`src/rtl/div_pkg.sv`:
```
// Shared types and constants for the sequential restoring divider.
package div_pkg;

  localparam int DIV_WIDTH = 8;
  localparam int DIV_CNT_W = 3;
  localparam logic [DIV_WIDTH-1:0] DIV_Q_ZERO = 8'hFF;

  typedef enum logic [1:0] {
    IDLE = 2'd0,
    RUN  = 2'd1,
    DONE = 2'd2
  } div_state_e;

endpackage

```
`src/rtl/div_sub_stage.sv`:
```
// One restoring-division step: true subtraction T - {0,D} with carry-out as no-borrow.
module div_sub_stage
  import div_pkg::*;
#(
  parameter int WIDTH = DIV_WIDTH
) (
  input  logic [WIDTH:0]   i_t,
  input  logic [WIDTH-1:0] i_d,
  output logic [WIDTH:0]   o_s,
  output logic             o_no_borrow
);

  logic [WIDTH+1:0] w_sum;

  // Invert D and add a carry-in of 1; the extra top bit is the carry-out.
  assign w_sum       = {1'b0, i_t} + {1'b0, 1'b1, ~i_d} + {{(WIDTH+1){1'b0}}, 1'b1};
  assign o_s         = w_sum[WIDTH:0];
  assign o_no_borrow = w_sum[WIDTH+1];

endmodule

```
`src/rtl/div_seq_8bit.sv`:
```
// Multi-cycle restoring divider with start/busy/done handshake.
// Optional divide-by-zero short cut and error flag: define DIVZERO_DETECT_EN.
module div_seq_8bit
  import div_pkg::*;
#(
  parameter int WIDTH = DIV_WIDTH,
  parameter int CNT_W = DIV_CNT_W
) (
  input  logic             clk,
  input  logic             rst_n,
  input  logic             start,
  input  logic [WIDTH-1:0] dividend,
  input  logic [WIDTH-1:0] divisor,
  output logic             busy,
  output logic             done,
  output logic [WIDTH-1:0] quotient,
  output logic [WIDTH-1:0] remainder,
  output logic             div_err
);

  div_state_e       r_state;
  div_state_e       w_state_next;
  logic [WIDTH-1:0] r_d;
  logic [WIDTH-1:0] r_q;
  logic [WIDTH:0]   r_r;
  logic [CNT_W-1:0] r_cnt;
  logic [WIDTH-1:0] r_quotient;
  logic [WIDTH-1:0] r_remainder;

  logic [WIDTH:0]   w_t;
  logic [WIDTH:0]   w_s;
  logic             w_no_borrow;
  logic [WIDTH-1:0] w_q_next;
  logic [WIDTH:0]   w_r_next;
  logic             w_accept;
  logic             w_zero_trap;

  assign w_t      = {r_r[WIDTH-1:0], r_q[WIDTH-1]};
  assign w_q_next = {r_q[WIDTH-2:0], w_no_borrow};
  assign w_r_next = w_no_borrow ? w_s : w_t;
  assign w_accept = (r_state == IDLE) && start;

  div_sub_stage #(.WIDTH(WIDTH)) u_stage (
    .i_t        (w_t),
    .i_d        (r_d),
    .o_s        (w_s),
    .o_no_borrow(w_no_borrow)
  );

`ifdef DIVZERO_DETECT_EN
  logic r_div_err;

  assign w_zero_trap = w_accept && (divisor == '0);
  assign div_err     = r_div_err;

  // Error flag lives from an accepted start until the next accepted start.
  always_ff @(posedge clk) begin
    if (!rst_n)        r_div_err <= 1'b0;
    else if (w_accept) r_div_err <= w_zero_trap;
  end
`else
  assign w_zero_trap = 1'b0;
  assign div_err     = 1'b0;
`endif

  // NOTE: every output of a combinational block gets a default first so no latch is inferred.
  always_comb begin
    w_state_next = r_state;
    case (r_state)
      IDLE:    if (start) w_state_next = w_zero_trap ? DONE : RUN;
      RUN:     if (r_cnt == '0) w_state_next = DONE;
      DONE:    w_state_next = IDLE;
      default: w_state_next = IDLE;
    endcase
  end

  // NOTE: sequential state uses non-blocking assignments so all registers update from pre-edge values.
  always_ff @(posedge clk) begin
    if (!rst_n) begin
      r_state     <= IDLE;
      r_d         <= '0;
      r_q         <= '0;
      r_r         <= '0;
      r_cnt       <= '0;
      r_quotient  <= '0;
      r_remainder <= '0;
    end else begin
      r_state <= w_state_next;
      if (w_accept) begin
        r_d   <= divisor;
        r_q   <= dividend;
        r_r   <= '0;
        r_cnt <= CNT_W'(WIDTH - 1);
      end
      if (w_zero_trap) begin
        r_quotient  <= DIV_Q_ZERO;
        r_remainder <= dividend;
      end
      if (r_state == RUN) begin
        r_q   <= w_q_next;
        r_r   <= w_r_next;
        r_cnt <= r_cnt - 1'b1;
        // Results are captured on the final iteration, i.e. on entry to DONE.
        if (r_cnt == '0) begin
          r_quotient  <= w_q_next;
          r_remainder <= w_r_next[WIDTH-1:0];
        end
      end
    end
  end

  assign busy      = (r_state == RUN);
  assign done      = (r_state == DONE);
  assign quotient  = r_quotient;
  assign remainder = r_remainder;

endmodule

```
`config.mk`:
```
export PLATFORM = sky130hd
export DESIGN_NAME = div_seq_8bit
export DESIGN_NICKNAME = d
export VERILOG_FILES = /design/src/rtl/div_pkg.sv /design/src/rtl/div_sub_stage.sv /design/src/rtl/div_seq_8bit.sv
export SDC_FILE = /design/constraint.sdc
export NUM_CORES = 1
export LEC_CHECK = 0
export CAP_MARGIN = 20
export CORE_MARGIN = 10
export CORE_UTILIZATION = 53
export CTS_CLUSTER_DIAMETER = 100
export DETAILED_ROUTE_END_ITERATION = 10
export PLACE_DENSITY = 0.8
export REMOVE_ABC_BUFFERS = 1
export SYNTH_ARGS = -nofsm -noshare
export SYNTH_HDL_FRONTEND = slang
export SYNTH_SLANG_ARGS = --single-unit
```
`constraint.sdc`:
```
create_clock -name clk -period 2.5 [get_ports clk]
set_input_delay 0.25 -clock clk [delete_from_list [all_inputs] [get_ports clk]]
set_output_delay 0.25 -clock clk [all_outputs]
set_load 0.02 [all_outputs]
```
# == After elaboration in Yosys (flattened, before gate mapping) ==
# Index checks and enable logic that the tools add are counted.
# word_totals
regBits,45
latch_bits,0
mem_bits_rw,0
rom_bits,0
inputBits,19
output_inout_bits,19
word_cells,31
memories,0
# op_classes
add_sub_neg,3
multipliers,0
div,0
order_cmp,0
eq_ne,4
shifts,0
n_mux,10
bitwise_logic,1
n_reduce_logical,6
# ops
operator,n
2-to-1 mux 8 bit,5
"adder 10 x 1 -> 10 bit, second input constant",1
adder 9 x 9 -> 10 bit,1
inverter 8 bit,1
2-to-1 mux 3 bit,2
2-to-1 mux 2 bit,2
one-hot mux 2 bit (2 select lines),1
AND reduction 2 bit,2
logical NOT 3 bit,1
"subtractor 3 x 1 -> 3 bit, second input constant",1
"== test 2 x 1 -> 1 bit, second input constant",1
"== test 2 bit, second input constant",1
logical NOT 2 bit,1
"inequality test 2 x 1 -> 1 bit, second input constant",1
"inequality test 2 bit, second input constant",1
nonzero test 2 bit,1
logical AND 1 bit,1

# == Longest topological paths before layout ==
# depth
ltp_word,5
ltp_mapped,9
depth_no_buf,9

# == By module ==
# Synthesis repeated with hierarchy kept, for this count alone.
# unflattened
hier_cells,238
area_unflattened_um2,2323.5
# by_module_without_submodules
mod,instances,cells_each,area_each_um2
div_seq_8bit,1,180,1930.6
div_sub_stage,1,58,392.9

# == Worst setup path after synthesis ==
# Ideal clock, no wire load.
# synth_path
kind,register to register
startpoint,register r_d[5]
endpoint,register r_r[5]
setup_time_ns,0.125
t_arrival_ns,1.729
required_time_ns,2.375
slack_ns,0.646
stages_incl_launch_ff,9
path_buffers,1
synth_period_minus_slack_ns,1.854
path_cell_list,dfxtp_1 inv_1 ha_1 nand4_2 a2111oi_4 nor2_4 buf_8 a32oi_1 o31ai_1
# synth_via
elab_chain_cells,5
# synth_lines
element,line,source
start: declaration,div_seq_8bit.sv:23,logic [WIDTH-1:0] r_d;
start signal: assignment,div_seq_8bit.sv:90,r_d <= divisor;
inverter 8 bit,div_sub_stage.sv:16,"assign w_sum = {1'b0, i_t} + {1'b0, 1'b1, ~i_d} + {{(WIDTH+1){1'b0}}, 1'b1};"
adder 9 x 9 -> 10 bit,div_sub_stage.sv:16,
adder 10 x 1 -> 10 bit,div_sub_stage.sv:16,
2-to-1 mux 8 bit,div_seq_8bit.sv:40,assign w_r_next = w_no_borrow ? w_s : w_t;
2-to-1 mux 8 bit,div_seq_8bit.sv:99,if (r_state == RUN) begin
end signal: assignment,div_seq_8bit.sv:101,r_r <= w_r_next;
end: declaration,div_seq_8bit.sv:25,logic [WIDTH:0] r_r;
# No other way between the ends.
# A chain may end at the register's enable or synchronous reset.

# == Worst setup path in the final report ==
# layout_path
startpoint,register r_d[6]
endpoint,register r_r[6]
# The elaborated chain is that of the path after synthesis.

==> run_results.csv <==
group,metric,value,unit
critical_path,worstPathArrival,2.39,ns
detailed_routing,drtAntennaViolNets,0,
logic_synthesis,synthArstFlopShare,0,%
die,die-width,85.5,um
power_and_ir_drop,power,1.99,mW
cts,htreeDepth,2,
detailed_routing,drc,0,
cells_and_area,fillCellCount,362,
cts,clock_sinks,45,
cells_and_area,seqCellArea,901,um2
cells_and_area,drive_gt1_share,6.45,%
cts,insertion_delay,0.30,ns
global_route,grt_max_degree,23,
global_route,grt_pass1_vias,1929,
cts,post_cts_buffers,0,
critical_path,worst-path-max-fanout,19,
global_route,grt_usage,14.9,%
detailed_routing,drt_wl_total,5.32,mm
logic_synthesis,synth_top_area_share,39.6,%
die,die-height,85.5,um
worst_hold_path,hold_class,"reg2reg",
power_and_ir_drop,irDropWorstVdd,434,uV
timing,tightest_slew,0.572,ns
die,coreArea,4090,um2
cts,cts_buffers,5,
global_route,grtUsageMet3,4.64,%
logic_synthesis,yosys.area.top_type,"dfxtp_1",
cells_and_area,nets,339,
die,rows,23,
placement,routabilityCongestion,0.913,
placement,io_buffers,36,
critical_path,crit_path_start,"r_d[6]",
critical_path,cp_top_family,"compound AO/OA/AOI/OAI gates",
global_route,use_met2,24.3,%
logic_synthesis,yosysSeqAreaShare,39.6,%
logic_synthesis,synth-seq-cells,45,
die,start_util,55.6,%
critical_path,crit_buf_inv,1,
power_and_ir_drop,leakage,1.12,nW
logic_synthesis,synth_area_leaders,"dfxtp_1 (40%), nand2_1 (9.6%), ha_1 (5.5%)",
cts,cts_tree,"built",
critical_path,cp_cell_sequence,"inv_1, ha_1, a21oi_4, o221ai_2, nor2_4, mux2i_1, o21ai_0",
critical_path,crit-reg2reg-launch,"r_d[6]",
detailed_routing,dr.pass1.iters,4,
critical_path,slowest_delay,0.47,ns
critical_path,cp.required,2.67,ns
logic_synthesis,synthFlopType,"dfxtp_1",
timing,fin_crit,2.21,ns
logic_synthesis,synth_edf_count,0,
global_route,grt_pass1_wl,9.09,mm
cells_and_area,multiInputGateArea,1210,um2
timing,fmax,0.452,GHz
global_route,use_met1,17.7,%
die,die_area,7310,um2
cts,cts_hold_buf,0,
logic_synthesis,ys_warn_count,0,
power_and_ir_drop,p_per_area,722,nW/um2
placement,dp.cells,352,
detailed_routing,routedWlPerCell,14.8,um
global_route,grt_busiest_layer,"met2",
cts,post_cts_resize_count,0,
timing,fin_tns_setup,0,ns
global_route,grt_remaining_overflow,0,
timing,max_slew_margin,61.7,%
timing,setup_viol,0,
cts,ctsLongestPathBuffers,2,
logic_synthesis,syn_area_per_cell,8.21,um2
critical_path,critPathSlowestCell,"nor2_4",
die,io_pins,38,
cts,cts_root_buf,"clkbuf_8",
status,status,"finished clean",
timing,fin_skew,0.00775,ns
cells_and_area,diodes,0,
global_route,antenna_found_initial,0,
worst_hold_path,holdCritStartpoint,"quotient[6]",
job,max_cap_violations,0,
timing,period_share,88.5,%
cts,clk_pin_slew,0.09,ns
detailed_routing,vias,2000,
timing,rsz0062_at_grt,"no",
critical_path,path_class,"reg2reg",
logic_synthesis,synth_cells,277,
logic_synthesis,synth_area,2270,um2
timing,hold_viol,0,
detailed_routing,drtIter0Drc,115,
timing,slew_viol_final,0,
detailed_routing,drt-vias-per-instance,5.56,
critical_path,startpoint_type,"register",
logic_synthesis,synth.distinct_cells,46,
cells_and_area,area_growth,21.2,%
placement,place_hpwl,3.86,mm
cells_and_area,fin_cells,360,
critical_path,end_kind,"register",
[Yosys cell counts (all sizes together), types with 2 or more instances]
master / count
clkbuf: 9
nor2: 28
a21o: 4
nand4: 3
and3: 2
o21ai: 12
inv: 18
dfxtp: 45
o31ai: 3
mux2i: 6
a211oi: 5
o211ai: 2
nand2b: 3
xor2: 5
a311oi: 7
nand3: 6
a31oi: 2
nand2: 58
nor3b: 2
ha: 10
a21oi: 24
buf: 7
[stage by stage]
stage,cell area [um2],hold WS [ns],worst slack [ns],util [%]
2_1_floorplan,2180,0.380,0.568,-
3_3_place_gp,2640,0.442,0.435,64.7
3_5_place_dp,2640,0.445,0.338,64.7
4_1_cts,2760,0.458,0.266,67.4
5_1_grt,2760,0.480,0.0669,67.4
6_report,2760,0.455,0.287,67.4
[cell type report]
| type | count | share of cell area, % |
|---|---|---|
| clock buffer | 6 | 2.63 |
| tap | 50 | 2.27 |
| timing repair buffer | 41 | 14.4 |
| sequential | 45 | 32.7 |
| clock inverter | 2 | 1.41 |
| inverter | 18 | 2.45 |
| multi-input combinational | 198 | 44.1 |
[cells by family (layout without fill, tap and decap cells)]
family	after synthesis	in the layout	synth area share, %
multiplexers	6	6	2.64
buffers and inverters	34	67	6.93
AND/OR/NAND/NOR	106	106	20.4
other	1	1	0.165
AO/OA/AOI/OAI	69	69	22.0
XOR/XNOR	5	5	1.93
flip-flops	45	45	39.6
adder cells (fa/ha/maj)	11	11	6.38
[power by group]
| part | switching (mW) | internal, mW |
|---|---|---|
| logic | 0.369 | 0.251 |
| registers | 0.0418 | 0.777 |
| clock network | 0.252 | 0.300 |
| total | 0.662 | 1.33 |
[tightest hold or removal path, stage by stage (launching register included)]
cell	delay, ns
dfxtp_1	0.32
nand2_1	0.05
a21oi_1	0.05
[registers in the layout, indices dropped and copies added, names as in the netlist]
signal,count
quotient,8
r_cnt,3
r_d,8
r_q,8
r_r,8
r_state,2
remainder,8
[layout by cell type (no fill, tap or decap), types with 2 or more instances in the layout]
cell type	n
clkbuf_8	5
nor2_1	26
dfxtp_1	45
nand3_1	6
xor2_1	5
a21oi_1	23
clkdlybuf4s50_1	36
o21ai_0	12
inv_1	18
buf_4	5
a31oi_1	2
nor3b_1	2
a21o_1	4
mux2i_1	6
nand2_1	58
and3_1	2
o211ai_1	2
o31ai_1	3
nand4_1	2
a211oi_1	4
a311oi_1	7
ha_1	10
nand2b_1	3
[path summary, 6_finish.rpt]
kind                            slack, ns  cells after the start           to
worst max-delay path                 0.29                      7       r_r[6]
worst min-delay path                 0.45                      2  quotient[6]
worst max register to register       0.29                      7       r_r[6]
worst min register to register       0.45                      2  quotient[6]
[layer usage]
layer | share of wire [%] | vias up | wire (um)
met2 | 48 | 58 | 2550
met4 | 1.5 | 0 | 82
li1 | - | 1010 | -
met3 | 6.2 | 8 | 331
met1 | 44 | 924 | 2360
met5 | 0 | - | 0
Note: power is estimated with default switching activity, not from simulation.
